File: src/rtl/jk_secuenciador_pkg.sv
// Shared codes for the JK bank sequencer: mode encodings and FSM states.
package jk_secuenciador_pkg;

    typedef logic [1:0] modo_t;

    // Sequence modes selected by modo
    localparam modo_t MODO_UP   = 2'b00;
    localparam modo_t MODO_DOWN = 2'b01;
    localparam modo_t MODO_GRAY = 2'b10;
    localparam modo_t MODO_LOAD = 2'b11;

    // FSM state encodings (also visible on the debug output)
    localparam logic [1:0] ST_IDLE  = 2'b00;
    localparam logic [1:0] ST_RUN   = 2'b01;
    localparam logic [1:0] ST_CHECK = 2'b10;

endpackage

File: src/rtl/jk_secuenciador_if.sv
// Bundle between control logic / flip-flop bank (master) and the sequencer (slave).
// Handshake: start is a one-cycle request that is accepted only while busy=0;
// a request seen while busy=1 is dropped. Every accepted start produces exactly
// one done pulse, during which busy is still 1. j/k are only non-zero while busy.
interface jk_secuenciador_if
    import jk_secuenciador_pkg::*;
#(
    parameter int N  = 4,
    parameter int PW = 8
);
    logic          en;
    logic          start;
    modo_t         modo;
    logic [PW-1:0] pasos;
    logic [N-1:0]  dato;
    logic [N-1:0]  q_fb;
    logic [N-1:0]  j;
    logic [N-1:0]  k;
    logic          busy;
    logic          done;
    logic          err;

    modport master (
        output en, start, modo, pasos, dato, q_fb,
        input  j, k, busy, done, err
    );

    modport slave (
        input  en, start, modo, pasos, dato, q_fb,
        output j, k, busy, done, err
    );
endinterface

File: src/rtl/jk_secuenciador_excitacion.sv
// Combinational JK excitation: drives each flip-flop toward its target bit.
// Only set (j) or reset (k) is ever issued; toggle is never produced.
module jk_excitacion #(
    parameter int N = 4
) (
    input  logic         activo,
    input  logic [N-1:0] q_fb,
    input  logic [N-1:0] objetivo,
    output logic [N-1:0] j,
    output logic [N-1:0] k
);

    // Set bits that must rise, reset bits that must fall, hold the rest
    always_comb begin
        j = '0;
        k = '0;
        if (activo) begin
            j = ~q_fb & objetivo;
            k = q_fb & ~objetivo;
        end
    end

endmodule

File: src/rtl/jk_secuenciador.sv
// Sequencer stepping an external JK flip-flop bank through up/down/Gray/load
// sequences, and flagging (sticky err) any step the bank failed to follow.
module jk_secuenciador
    import jk_secuenciador_pkg::*;
#(
    parameter int N  = 4,
    parameter int PW = 8
) (
    input  logic             clk,
    input  logic             rst_n,
    jk_secuenciador_if.slave bus,
    output logic [1:0]       estado
);

    localparam logic [N-1:0]  UNO_N  = N'(1);
    localparam logic [PW-1:0] UNO_PW = PW'(1);

    logic [1:0]    estado_r;
    modo_t         modo_r;
    logic [N-1:0]  dato_r;
    logic [N-1:0]  objetivo;
    logic [N-1:0]  esperado;
    logic [PW-1:0] cnt;
    logic          paso_previo;  // an enabled step happened on the previous edge
    logic          err_r;
    logic          activo;

    // Next value of the sequence for the given mode; Gray steps via binary
    function automatic logic [N-1:0] sig_valor(input logic [N-1:0] x,
                                               input modo_t        m,
                                               input logic [N-1:0] d);
        logic [N-1:0] b;
        logic [N-1:0] r;
        b = '0;
        r = '0;
        case (m)
            MODO_UP:   r = x + UNO_N;
            MODO_DOWN: r = x - UNO_N;
            MODO_GRAY: begin
                b[N-1] = x[N-1];
                for (int i = N - 2; i >= 0; i--) begin
                    b[i] = b[i+1] ^ x[i];
                end
                b = b + UNO_N;
                r = b ^ (b >> 1);
            end
            default:   r = d;
        endcase
        return r;
    endfunction

    // FSM, sequence registers and sticky divergence check
    always_ff @(posedge clk or negedge rst_n) begin
        if (!rst_n) begin
            estado_r    <= ST_IDLE;
            modo_r      <= MODO_UP;
            dato_r      <= '0;
            objetivo    <= '0;
            esperado    <= '0;
            cnt         <= '0;
            paso_previo <= 1'b0;
            err_r       <= 1'b0;
        end else begin
            case (estado_r)
                ST_IDLE: begin
                    paso_previo <= 1'b0;
                    if (bus.start) begin
                        modo_r   <= bus.modo;
                        dato_r   <= bus.dato;
                        objetivo <= sig_valor(bus.q_fb, bus.modo, bus.dato);
                        cnt      <= (bus.modo == MODO_LOAD) ? UNO_PW : bus.pasos;
                        err_r    <= 1'b0;
                        // A zero-length run still reports completion through CHECK
                        if (bus.pasos == '0 && bus.modo != MODO_LOAD) begin
                            estado_r <= ST_CHECK;
                        end else begin
                            estado_r <= ST_RUN;
                        end
                    end
                end
                ST_RUN: begin
                    if (paso_previo && bus.q_fb != esperado) begin
                        err_r <= 1'b1;
                    end
                    if (bus.en) begin
                        esperado    <= objetivo;
                        objetivo    <= sig_valor(objetivo, modo_r, dato_r);
                        cnt         <= cnt - UNO_PW;
                        paso_previo <= 1'b1;
                        if (cnt == UNO_PW) begin
                            estado_r <= ST_CHECK;
                        end
                    end else begin
                        paso_previo <= 1'b0;
                    end
                end
                ST_CHECK: begin
                    if (paso_previo && bus.q_fb != esperado) begin
                        err_r <= 1'b1;
                    end
                    paso_previo <= 1'b0;
                    estado_r    <= ST_IDLE;
                end
                default: begin
                    paso_previo <= 1'b0;
                    estado_r    <= ST_IDLE;
                end
            endcase
        end
    end

    // Excitation only while stepping; reset forces IDLE so j/k drop at once
    assign activo = (estado_r == ST_RUN) && bus.en;

    jk_excitacion #(.N(N)) u_excitacion (
        .activo   (activo),
        .q_fb     (bus.q_fb),
        .objetivo (objetivo),
        .j        (bus.j),
        .k        (bus.k)
    );

    assign bus.busy = (estado_r == ST_RUN) || (estado_r == ST_CHECK);
    assign bus.done = (estado_r == ST_CHECK);
    assign bus.err  = err_r;
    assign estado   = estado_r;

endmodule
File: src/flat_wrapper.sv
// flat-port wrapper written by rule: the top's interface ports become plain ports
module jk_secuenciador_flat import jk_secuenciador_pkg::*;
#(
    parameter int N  = 4,
    parameter int PW = 8
)
  (clk, rst_n, estado, bus_en, bus_start, bus_modo, bus_pasos, bus_dato, bus_q_fb, bus_j, bus_k, bus_busy, bus_done, bus_err);
  jk_secuenciador_if #(.N(N), .PW(PW)) bus_i ();
  input  logic clk;
  input  logic rst_n;
  output logic [1:0] estado;
  input wire logic [$bits(bus_i.en)-1:0] bus_en;
  input wire logic [$bits(bus_i.start)-1:0] bus_start;
  input wire logic [$bits(bus_i.modo)-1:0] bus_modo;
  input wire logic [$bits(bus_i.pasos)-1:0] bus_pasos;
  input wire logic [$bits(bus_i.dato)-1:0] bus_dato;
  input wire logic [$bits(bus_i.q_fb)-1:0] bus_q_fb;
  output wire logic [$bits(bus_i.j)-1:0] bus_j;
  output wire logic [$bits(bus_i.k)-1:0] bus_k;
  output wire logic [$bits(bus_i.busy)-1:0] bus_busy;
  output wire logic [$bits(bus_i.done)-1:0] bus_done;
  output wire logic [$bits(bus_i.err)-1:0] bus_err;
  assign bus_i.en = bus_en;
  assign bus_i.start = bus_start;
  assign bus_i.modo = bus_modo;
  assign bus_i.pasos = bus_pasos;
  assign bus_i.dato = bus_dato;
  assign bus_i.q_fb = bus_q_fb;
  assign bus_j = bus_i.j;
  assign bus_k = bus_i.k;
  assign bus_busy = bus_i.busy;
  assign bus_done = bus_i.done;
  assign bus_err = bus_i.err;
  jk_secuenciador #(.N(N), .PW(PW)) u_core (.clk(clk), .rst_n(rst_n), .bus(bus_i), .estado(estado));
endmodule
File: config.mk
export PLATFORM = sky130hd
export DESIGN_NAME = jk_secuenciador_flat
export DESIGN_NICKNAME = d
export VERILOG_FILES = /design/src/rtl/jk_secuenciador_pkg.sv /design/src/rtl/jk_secuenciador_if.sv /design/src/rtl/jk_secuenciador_excitacion.sv /design/src/rtl/jk_secuenciador.sv /design/src/flat_wrapper.sv
export SDC_FILE = /design/constraint.sdc
export NUM_CORES = 1
export LEC_CHECK = 0
export CAP_MARGIN = 40
export CORE_ASPECT_RATIO = 0.6
export CORE_UTILIZATION = 54
export CTS_CLUSTER_DIAMETER = 30
export DETAILED_ROUTE_END_ITERATION = 6
export PLACE_DENSITY = 0.81
export SYNTH_ARGS = -nofsm -noshare
export SYNTH_HDL_FRONTEND = slang
export SYNTH_SLANG_ARGS = --single-unit
File: constraint.sdc
create_clock -name clk -period 2.1 [get_ports clk]
set_input_delay 0.42 -clock clk [delete_from_list [all_inputs] [get_ports clk]]
set_output_delay 0.42 -clock clk [all_outputs]
set_load 0.005 [all_outputs]
==> results.json <==
{
  "ff_latch_area_um2": 650.6,
  "fp.dieArea_mm2": 0.004166,
  "post-dp-hpwl_um": 4202,
  "synth_nets": 277,
  "routedWlPerCell_um": 16.93,
  "grt_pass1_wl_um": 9197,
  "h-tree-depth": 1,
  "holdWs_ns": 0.4975,
  "drtAntennaViolNets": 0,
  "clockBufferDepth": 2,
  "cts.sinks": 26,
  "area_delta_synth_final_pct": 30.74,
  "wl_met1_um": 2610,
  "multi_input_area_mm2": 0.001375,
  "drc": 0,
  "grt_usage_pct": 30.21,
  "rows": 17,
  "final_cells": 341,
  "antenna_found_initial": 0,
  "drt_iter0_drc": 193,
  "synth_edf_count": 0,
  "ys_seq_elements": 26,
  "cts_hold_buf": 0,
  "fin_ws_ns": 0.04990,
  "fin_crit_sh_pct": 97.62,
  "final_nets": 329,
  "status": "finished clean",
  "dr_wl_met3_um": 565,
  "fillCellCount": 285,
  "routed_via_density": 5.859,
  "endpoint_kind": "register",
  "report.power.total_mw": 3.964,
  "synthCells": 243,
  "start_kind": "input port",
  "r2r_start": "u_core.objetivo[3]",
  "cp_data_required_time_ns": 2.28,
  "drive_above_1_share_pct": 18.71,
  "cts_buffers": 3,
  "synthDistinctLibCells": 47,
  "die_w_um": 82.67,
  "placed_area_mm2": 0.002609,
  "timing.rr.end": "u_core.objetivo[2]",
  "cts.reportedPaths.clkPinSlew_ns": 0.10,
  "drv_cap": 0,
  "ioPinCount": 35,
  "reg2reg_slack_ns": 0.08,
  "dr.max_layer_used": "met4",
  "grt_pass1_vias": 1848,
  "final-max-slew-violation-count": 0,
  "yosys_warnings": 0,
  "crit_fanout": 5,
  "dieHeight_um": 50.40,
  "pre_cts_ws_ns": -0.3101,
  "leakage_nw": 1.229,
  "worst_pin_slew_ns": 0.4221,
  "grt_start_max_net_pins": 27,
  "vias": 1998,
  "avgSynthCellArea_um2": 8.676,
  "final_area_mm2": 0.002756,
  "wl_met2_um": 2518,
  "yosys_most_used_dff": "dfrtp_1",
  "drt-total-wl_um": 5772,
  "netlist_area_mm2": 0.002108,
  "power_density_mw_per_mm2": 1438,
  "fmaxAchievable_mhz": 487.8,
  "placed_cells": 335,
  "drt-pass1-iter-count": 4,
  "finalHoldViolCount": 0,
  "fin_skew_ns": 0.01404,
  "setup_violations": 0,
  "diodes": 0,
  "synth-seq-area-share_pct": 30.86,
  "initial_utilization_pct": 56.96,
  "clock_latency_ns": 0.28,
  "hold_path.class": "input port to async pin",
  "r2r_cells": 7,
  "cts_tree": "built",
  "overflow": 0,
  "peakVddDrop_mv": 0.8988,
  "root_buffer": "clkbuf_8",
  "min_period_ns": 2.050,
  "async_flop_share_pct": 100.0,
  "gp_congestion": 0.9770,
  "crit_arrival_ns": 2.23,
  "core_mm2": 0.003701,
  "slew-limit-headroom_pct": 71.80,
  "port_buffers": 34,
  "path_class": "input port to register"
}
==> worst max-delay path, stage by stage <==
cell and delay, ns:
clkdlybuf4s50_1 0.46, buf_4 0.19, ha_1 0.35, a31oi_1 0.19, nand3_1 0.11, xnor2_1 0.17, nand2b_1 0.09, a311oi_1 0.26
==> placed cells by master, fill, tap and decap left out, drive strengths merged, types with 2 or more instances in the layout <==
| master | instances |
|---|---|
| a21oi | 16 |
| clkdlybuf4s50 | 23 |
| nand3 | 6 |
| buf | 29 |
| inv | 13 |
| nor2 | 17 |
| nand4b | 2 |
| nor3b | 3 |
| clkbuf | 3 |
| nand4 | 3 |
| xnor2 | 16 |
| o211ai | 2 |
| dlygate4sd2 | 10 |
| a31oi | 3 |
| o21ai | 13 |
| nor2b | 6 |
| and3 | 5 |
| xor2 | 3 |
| mux2 | 10 |
| nor3 | 10 |
| nand2 | 22 |
| dfrtp | 26 |
| mux2i | 11 |
| nand2b | 4 |
| a211oi | 9 |
| ha | 12 |
==> flip-flops by register name, summed over array words and instances (netlist names) <==
register	flops
u_core.cnt	8
u_core.objetivo	4
u_core.estado	2
u_core.paso_previo	1
u_core.modo_r	2
u_core.dato_r	4
u_core.bus.err	1
u_core.esperado	4
==> Yosys cell counts (3+ instances only) <==
| master | n | share of area, % |
|---|---|---|
| nand2b_1 | 4 | 1.2 |
| a21oi_1 | 16 | 3.8 |
| and3_1 | 5 | 1.5 |
| o21ai_0 | 9 | 2.1 |
| nor3_1 | 10 | 2.4 |
| nor2_1 | 17 | 3.0 |
| a31oi_1 | 3 | 0.89 |
| nor2b_1 | 6 | 1.8 |
| o21ai_1 | 4 | 0.95 |
| nor3b_1 | 3 | 1.1 |
| mux2_2 | 9 | 4.8 |
| a211oi_1 | 8 | 2.8 |
| dfrtp_1 | 26 | 31 |
| mux2i_1 | 11 | 5.2 |
| inv_1 | 13 | 2.3 |
| nand4_1 | 3 | 0.89 |
| buf_4 | 4 | 1.4 |
| xor2_1 | 3 | 1.2 |
| ha_1 | 12 | 7.1 |
| nand2_1 | 21 | 3.7 |
| xnor2_1 | 16 | 6.6 |
| nand3_1 | 6 | 1.4 |
| buf_2 | 6 | 1.4 |
==> logic make-up (layout without fill, tap and decap cells) <==
kind of cell | count (synthesis) | count (layout) | synth area share (%)
and+or+nand+nor | 81 | 81 | 19.11
AOI/OAI and AO/OA | 55 | 55 | 17.33
buffers and inverters | 29 | 80 | 7.122
DFF | 26 | 26 | 30.86
muxes | 21 | 21 | 10.56
xor gates and xnor gates | 19 | 19 | 7.893
adders and majority gates | 12 | 12 | 7.121
==> cell type report <==
cell class | instances | area share, %
Multi-Input combinational cell | 188 | 49.89
Sequential cell | 26 | 23.60
Timing Repair Buffer | 63 | 20.02
Inverter | 13 | 1.770
Tap cell | 47 | 2.133
Clock inverter | 1 | 1.089
Clock buffer | 3 | 1.498
==> metal layers <==
metal  vias to the layer above  global-route usage [%]
met2                        98                   43.72
met4                         0                   6.897
li1                        962                       -
met5                         -                       0
met3                        10                   6.909
met1                       928                   45.12
==> power by group <==
group          internal [mW]  switching, mW  total (mW)
combinational           1.20           1.35        2.55
sequential             0.755          0.237       0.992
clock                  0.255          0.166       0.421
total                   2.21           1.75        3.96
==> per-stage QoR <==
stage,util [%],TNS (ns)
detailed placement,70.49,-2.084
finish,74.48,0
global placement,70.49,-1.448
floorplan,-,0
CTS,73.43,0
global route,74.48,-0.05224
==> repair_timing <==
item	4_1_cts	5_1_grt
pin swaps	0	0
setup buffers	2	0
endpoints found under the setup margin	9	4
gates resized for setup	18	6
==> worst max path at each step <==
stage	start	end	slack [ns]	cells past startpoint
after floorplan	bus_q_fb[3]	u_core.objetivo[2]	0.21	8
after global placement	bus_q_fb[3]	u_core.objetivo[2]	-0.20	8
after detailed placement	bus_q_fb[3]	u_core.objetivo[2]	-0.31	8
after CTS	bus_q_fb[2]	u_core.objetivo[2]	0.02	8
after global routing	bus_q_fb[2]	u_core.objetivo[3]	-0.05	8
final	bus_q_fb[2]	u_core.objetivo[3]	0.05	8
Power figures use the tool's default switching activity.
==> RTL edit (same settings) <==
`PW` is set to 8 in 3 places; all go to 10.
--- a/src/rtl/jk_secuenciador_if.sv
+++ b/src/rtl/jk_secuenciador_if.sv
@@ -6,7 +6,7 @@
     import jk_secuenciador_pkg::*;
 #(
     parameter int N  = 4,
-    parameter int PW = 8
+    parameter int PW = 10
 );
     logic          en;
     logic          start;
--- a/src/rtl/jk_secuenciador.sv
+++ b/src/rtl/jk_secuenciador.sv
@@ -4,7 +4,7 @@
     import jk_secuenciador_pkg::*;
 #(
     parameter int N  = 4,
-    parameter int PW = 8
+    parameter int PW = 10
 ) (
     input  logic             clk,
     input  logic             rst_n,
--- a/src/flat_wrapper.sv
+++ b/src/flat_wrapper.sv
@@ -2,7 +2,7 @@
 module jk_secuenciador_flat import jk_secuenciador_pkg::*;
 #(
     parameter int N  = 4,
-    parameter int PW = 8
+    parameter int PW = 10
 )
   (clk, rst_n, estado, bus_en, bus_start, bus_modo, bus_pasos, bus_dato, bus_q_fb, bus_j, bus_k, bus_busy, bus_done, bus_err);
   jk_secuenciador_if #(.N(N), .PW(PW)) bus_i ();
Ports: changed (resized bus_pasos); port bits go from 35 to 37. The function was not compared with the original's and may differ.
==> RTL edit against the original RTL <==
Setup slack improved by 0.020 ns; largest cell class unchanged; maximum frequency up 0.99%; worst hold slack gained 0.011 ns; synthesized cell count up 11%; sequential power is 6% higher; cell area grew 10%; wire length up 9.3%; area after synthesis grew 7.4%; sequential cell count rose by 2; critical endpoint unchanged; clock power up 3%; power is 9.4% higher.
==> RTL edit: results (changes against the original RTL) <==
Timing
  – F_max: 493 MHz (+0.99%)
  – Hold slack: 0.508 ns (+0.0109 ns)
  – Max_slew headroom: 0.744 (+0.0260)
  – Worst Clk Skew: 0.00763 ns (-0.00641 ns)

Setup path
  – CP Data Arrival Time: 2.21 ns (-0.02 ns)
  – Crit path max-delay family: compound AO/OA/AOI/OAI gates
  – Reg2reg end: u_core.cnt[5]
  – Reg2Reg Depth: 8 (+1)

Power
  – PwrDens: 1430 nW/µm² (-0.55%)
  – Part of the power in the clock network: 0.100 (-0.006)
  – P_seq: 1050 µW (+6%)

Outcome
  – Status: finished, final reports clean

Placed design
  – Hpwl dp: 4.63 mm (+10%)
  – Pre-CTS setup slack: -0.484 ns (-0.174 ns)
  – Port Buffers: 36 (+5.9%)

GRT
  – GRT Overall Usage: 0.300 (-0.00160)
  – Number of global-route vias before repair: 2,014 (+9.0%)

Finish
  – Fin cells: 377 (+11%)
  – Share of cells above drive strength 1: 0.206 (+0.0190)

Synthesis
  – Mux cell area share after synthesis: 0.0840 (-0.0216)
  – Post-synthesis cell type count: 44 (-6.4%)
  – Syn avg cell area: 8.38 µm² (-3.4%)
  – Adder-Cell Fraction of Synth Area: 0.0663 (-0.00488)

Routing
  – Routed wl met3: 635 µm (+12%)
  – Final WL: 6.31 mm (+9.3%)
[RTL edit: area by class of cell]
class / count / area [µm²]
clock buffer: 3 / 41.3
clock inverter: 1 / 30.0
fill: 281 / 796
inverter: 14 / 52.6
multi-input combinational: 211 / 1520
sequential: 28 / 701
tap: 47 / 58.8
timing repair buffer: 73 / 631
[RTL edit: worst reg2reg max path, delay by kind of cell (launching register included)]
family | cells | cell delay [ns]
buffers and inverters | 3 | 0.44
AOI/OAI and AO/OA | 2 | 0.35
DFF | 1 | 0.40
muxes | 1 | 0.31
adders and majority gates | 1 | 0.18
and+or+nand+nor | 1 | 0.19
[RTL edit: layer usage]
metal / up-vias / track usage
met4: 0 / 0.0194
met2: 106 / 0.440
li1: 1090 / -
met1: 1065 / 0.474
met5: - / 0
met3: 4 / 0.0556
[RTL edit: timing repair]
| action | in CTS | in global routing |
|---|---|---|
| pin swaps | 3 | 1 |
| setup buffers | 3 | 0 |
| endpoints found under the setup margin | 17 | 11 |
| gates resized for setup | 18 | 18 |
